`config.mk`:
```
export PLATFORM = sky130hd
export DESIGN_NAME = plot_arbiter
export DESIGN_NICKNAME = d
export VERILOG_FILES = /design/src/rtl/plot_arbiter.sv
export SDC_FILE = /design/constraint.sdc
export NUM_CORES = 1
export LEC_CHECK = 0
export CELL_PAD_IN_SITES_DETAIL_PLACEMENT = 1
export CELL_PAD_IN_SITES_GLOBAL_PLACEMENT = 2
export CORE_MARGIN = 2
export CORE_UTILIZATION = 22
export CTS_CLUSTER_DIAMETER = 150
export DETAILED_ROUTE_END_ITERATION = 12
export HOLD_SLACK_MARGIN = 0.03
export PLACE_DENSITY_LB_ADDON = 0.1
export SYNTH_ARGS = -nofsm -noshare
export SYNTH_HDL_FRONTEND = slang
export SYNTH_SLANG_ARGS = --single-unit
```
`constraint.sdc`:
```
create_clock -name clk -period 2.23 [get_ports clk]
set_input_delay 0.446 -clock clk [delete_from_list [all_inputs] [get_ports clk]]
set_output_delay 0.446 -clock clk [all_outputs]
set_load 0.05 [all_outputs]
```
`src/rtl/plot_arbiter.sv`:
```
// plot_arbiter: grants one of four pixel sources exclusive access to the
// framebuffer write port and forwards the owner's pixels with one cycle of
// latency.
//   clk, resetn    clock; synchronous active-low reset
//   req[3:0]       per-requester request (0 painter, 1 player, 2 aliens, 3 bullets)
//   pix_valid[3:0] requester i presents a pixel this cycle
//   req_done[3:0]  requester i's current pixel is its last
//   x_in/y_in/col_in  packed per-requester pixel fields (9/8/3 bits each)
//   gnt[3:0]       one-hot grant or zero
//   vga_x/vga_y/vga_colour/vga_plot  framebuffer write port
//   busy           state is not IDLE
//   timeout_err    sticky: an owner was force-released by the watchdog
module plot_arbiter #(
    parameter int unsigned TIMEOUT = 1024,
    parameter int unsigned X_MAX   = 319,
    parameter int unsigned Y_MAX   = 239
) (
    input  logic        clk,
    input  logic        resetn,
    input  logic [3:0]  req,
    input  logic [3:0]  pix_valid,
    input  logic [3:0]  req_done,
    input  logic [35:0] x_in,
    input  logic [31:0] y_in,
    input  logic [11:0] col_in,
    output logic [3:0]  gnt,
    output logic [8:0]  vga_x,
    output logic [7:0]  vga_y,
    output logic [2:0]  vga_colour,
    output logic        vga_plot,
    output logic        busy,
    output logic        timeout_err
);

    localparam int unsigned WDW = $clog2(TIMEOUT + 1);
    localparam logic [WDW-1:0] WD_LAST = WDW'(TIMEOUT - 1);
    localparam logic [8:0] XM = 9'(X_MAX);
    localparam logic [7:0] YM = 8'(Y_MAX);

    typedef enum logic [1:0] {IDLE, OWN, GAP} state_t;

    state_t         state, state_n;
    logic [1:0]     owner, owner_n;
    logic [1:0]     rr, rr_n;          // last winner among requesters 1..3
    logic [WDW-1:0] wd, wd_n;
    logic [3:0]     gnt_n;
    logic [8:0]     vga_x_n;
    logic [7:0]     vga_y_n;
    logic [2:0]     vga_colour_n;
    logic           vga_plot_n, busy_n, timeout_err_n;

    logic [8:0] xs [4];
    logic [7:0] ys [4];
    logic [2:0] cs [4];
    logic [1:0] rr_pick;
    logic       rr_found;

    always_comb begin
        for (int unsigned i = 0; i < 4; i++) begin
            xs[i] = x_in[9*i +: 9];
            ys[i] = y_in[8*i +: 8];
            cs[i] = col_in[3*i +: 3];
        end
    end

    // Round-robin among 1..3, starting at the index after the last winner.
    always_comb begin
        rr_pick  = 2'd1;
        rr_found = 1'b0;
        for (int unsigned k = 1; k <= 3; k++) begin
            int unsigned idx;
            idx = ((32'(rr) + k - 1) % 3) + 1;
            if (!rr_found && req[idx]) begin
                rr_pick  = 2'(idx);
                rr_found = 1'b1;
            end
        end
    end

    always_comb begin
        state_n       = state;
        owner_n       = owner;
        rr_n          = rr;
        wd_n          = wd;
        gnt_n         = gnt;
        vga_x_n       = vga_x;
        vga_y_n       = vga_y;
        vga_colour_n  = vga_colour;
        vga_plot_n    = 1'b0;
        timeout_err_n = timeout_err;
        case (state)
            IDLE: begin
                gnt_n = '0;
                if (|req) begin
                    state_n = OWN;
                    wd_n    = '0;
                    if (req[0]) begin
                        owner_n = 2'd0;
                        gnt_n   = 4'b0001;
                    end else begin
                        owner_n = rr_pick;
                        rr_n    = rr_pick;
                        gnt_n   = 4'b0001 << rr_pick;
                    end
                end
            end
            OWN: begin
                // Dropped request wins over any pixel offered in the same cycle.
                if (!req[owner]) begin
                    state_n = GAP;
                    gnt_n   = '0;
                end else if (pix_valid[owner]) begin
                    wd_n = '0;
                    if (xs[owner] <= XM && ys[owner] <= YM) begin
                        vga_plot_n   = 1'b1;
                        vga_x_n      = xs[owner];
                        vga_y_n      = ys[owner];
                        vga_colour_n = cs[owner];
                    end
                    if (req_done[owner]) begin
                        state_n = GAP;
                        gnt_n   = '0;
                    end
                end else if (wd == WD_LAST) begin
                    state_n       = GAP;
                    gnt_n         = '0;
                    timeout_err_n = 1'b1;
                end else begin
                    wd_n = wd + 1'b1;
                end
            end
            GAP: begin
                state_n = IDLE;
                gnt_n   = '0;
            end
            default: begin
                state_n = IDLE;
                gnt_n   = '0;
            end
        endcase
        busy_n = (state_n != IDLE);
    end

    always_ff @(posedge clk) begin
        if (!resetn) begin
            state       <= IDLE;
            owner       <= 2'd0;
            rr          <= 2'd3;
            wd          <= '0;
            gnt         <= '0;
            vga_x       <= '0;
            vga_y       <= '0;
            vga_colour  <= '0;
            vga_plot    <= 1'b0;
            busy        <= 1'b0;
            timeout_err <= 1'b0;
        end else begin
            state       <= state_n;
            owner       <= owner_n;
            rr          <= rr_n;
            wd          <= wd_n;
            gnt         <= gnt_n;
            vga_x       <= vga_x_n;
            vga_y       <= vga_y_n;
            vga_colour  <= vga_colour_n;
            vga_plot    <= vga_plot_n;
            busy        <= busy_n;
            timeout_err <= timeout_err_n;
        end
    end

endmodule

```
==> out/summary.txt <==
Outcome - finished clean
GRT overflow - 0
Number of synthesized flops with an enable pin - 0
Vias per Instance - 4.717
Filler instances - 1346
Mapped Cells - 260
Number of synthesized register bits - 44
Syn Nets - 357
Clock latency at the later pin of the worst-skew pair - 0.28 ns
Clock Path Buffers - 2
Worst Setup EP - gnt[1]
Initial antenna violation count - 0
Setup CP Type - input pin to register
Final Critical Period - 2.112 ns
Die height - 113.6 um
R2r endpoint - gnt[3]
Synth-to-Final Area Change - 66.11%
Nets - 489
Pwr Total - 2.759 mW
Initial DRC Count - 35
I/O Pins - 121
Netlist Area Pre-Place - 2644 um^2
Hold buffers post-CTS - 0
Leakage - 1.508 nW
TritonCTS Sinks - 44
CTS tree - yes
Gr usage total - 13.85%
Finished Cell Area - 4392 um^2
Fin Setup TNS - 0 ns
Crit path max fanout - 6
Syn Area/Cell - 10.17 um^2
Async S/R FF share, synth - 0%
DRC violation count after routing - 0
Root Buffer - clkbuf_16
Starting Density - 22.29%
Register area share after synthesis - 33.32%
Skew final - 0.005192 ns
Total of max-cap violations - 0
Gr busiest metal - met2
CP max-delay cell - mux4_2
Placer Congestion - 0.7940
Ant diodes - 0
Clk slew on worst S/H paths - 0.06 ns
Core Box Area - 11860 um^2
Worst endpoint data arrival time - 2.31 ns
Most frequent cells in the layout - 117 x clkdlybuf4s50_1, 43 x dfxtp_1, 30 x nand2_1, 26 x mux4_2, 24 x nand3_1
Crit-path max cell delay - 0.52 ns
H-tree levels - 2
GR met3 Demand/Resource - 3.241%
Setup crit start kind - input pin
Fraction of layout cells with a size suffix above 1 - 20.87%
Most used flip-flop cell after synthesis - dfxtp_1
Pre-antenna DRT Iters - 4
PortBufs - 120
First-pass GRT wire length - 14.03 mm
Hold WS - 0.4534 ns
R2r setup slk - 0.12 ns
Tcrit/Tclk final - 94.71%
Postcts setup bufs - 0
Met1 GRT Util - 17.85%
Horiz. Die Dim - 113.6 um
Setup slack at placement - -0.2617 ns
Die area - 12910 um^2
Hold Path Class - register to register
Routed WL - 9.032 mm
Inserted Clock Buffers - 5
Floorplan row count - 40
Crit path from - req[1]
FF-to-FF path depth - 7
Routed wire length per instance - 16.73 um
Peak supply drop - 0.3039 mV
Worst slew pin tran - 0.5553 ns
Most common cell after layout, fill and taps aside - clkdlybuf4s50_1
Setup crit end kind - register
Crit Reg-Reg Startpoint - rr[0]
Final setup fails - 0
Rel. slew slack - 62.86%
Area after DPL - 4173 um^2
RSZ-0062 raised after global routing - no
Post-CTS resize count - 0
Ys Warns - 0
Final Hold Viols - 0
Slew Viols, Final - 0
Post-synth cell types - 51
Worst endpoint required time - 2.42 ns
Cells along the critical path - clkdlybuf4s50_1, mux4_2, a2111oi_1, a21oi_2, o32ai_1
Via count - 2547
Peak Freq - 0.4735 GHz
Met2 Resource Use GR - 23.31%
PwrDens - 628.1 nW/um^2
Largest net degree at the start of global routing - 47
Number of routed nets with antenna violations - 0
Final WS setup - 0.1179 ns
Number of global-route vias before repair - 2675
Dpl hpwl - 7.175 mm
-- flip-flops by register name, indices dropped and copies added (netlist names) --
signal       count
vga_plot         1
vga_x            9
owner            2
timeout_err      1
vga_y            8
state            2
vga_colour       3
busy             1
gnt              4
rr               2
wd              11
-- worst max-delay path, delay by kind of cell --
family	cells	cell delay (ns)
AO/OA/AOI/OAI	3	0.84
buffers and inverters	1	0.50
multiplexers	1	0.52
-- cells by family after synthesis --
family          after synthesis  synth area share (%)
mux                          34                 25.41
fa+ha+maj                     3                 1.420
buf+inv                      26                 4.875
simple gates                 93                 17.51
compound gates               52                 14.81
flops                        44                 33.32
xor+xnor                      8                 2.650
-- metal layers --
metal / part of all wire, % / vias to the layer above
li1: - / 1245
met1: 45 / 1210
met2: 47 / 86
met3: 7.5 / 6
met4: 0.99 / 0
met5: 0 / -
-- how the worst min path moves through the flow --
stage	start	cells after the start	end	slack [ns]
after global routing	vga_y[2]	2	vga_y[2]	0.48
after global placement	vga_y[0]	2	vga_y[0]	0.44
after detailed placement	vga_colour[2]	2	vga_colour[2]	0.45
after CTS	vga_colour[2]	2	vga_colour[2]	0.46
final	vga_colour[2]	2	vga_colour[2]	0.45
after floorplan	wd[8]	2	wd[8]	0.48
-- layout make-up --
| type | instances | area (um^2) | area share, % |
|---|---|---|---|
| clock buffers | 7 | 152.6 | 3.476 |
| clock inverters | 1 | 30.03 | 0.6838 |
| inverters | 5 | 18.77 | 0.4274 |
| multi-input cells | 190 | 1665 | 37.92 |
| flip-flops and latches | 44 | 882.1 | 20.09 |
| well taps | 147 | 183.9 | 4.188 |
| repair buffers | 146 | 1459 | 33.22 |
-- cells in the mapped netlist, types with 2 or more instances --
master	number	area, um^2
nand2_1	30	112.6
a211oi_1	3	22.52
buf_6	2	22.52
o21ai_1	21	105.1
clkbuf_1	7	26.28
dfxtp_1	44	880.8
ha_1	3	37.54
a2111oi_2	4	60.06
inv_1	5	18.77
mux4_2	26	585.6
a21o_1	2	15.01
a21oi_1	8	40.04
mux2i_1	5	50.05
nor3_1	2	10.01
xnor2_1	8	70.07
nand4_1	6	37.54
nand3_1	24	120.1
buf_2	10	50.05
nor2_1	17	63.81
or2_2	2	12.51
-- per-stage QoR --
step / utilization [%] / std cells
4_1_cts: 36.72 / 540
2_1_floorplan: - / 260
5_1_grt: 37.03 / 540
3_5_place_dp: 35.18 / 532
3_3_place_gp: 35.18 / 532
6_report: 37.03 / 540
-- power breakdown --
part	total (mW)	internal [mW]	switching (mW)
registers	0.872	0.832	0.0407
logic	0.985	0.524	0.461
clock network	0.902	0.590	0.311
total	2.76	1.95	0.813
(Power assumes the default switching activity.)
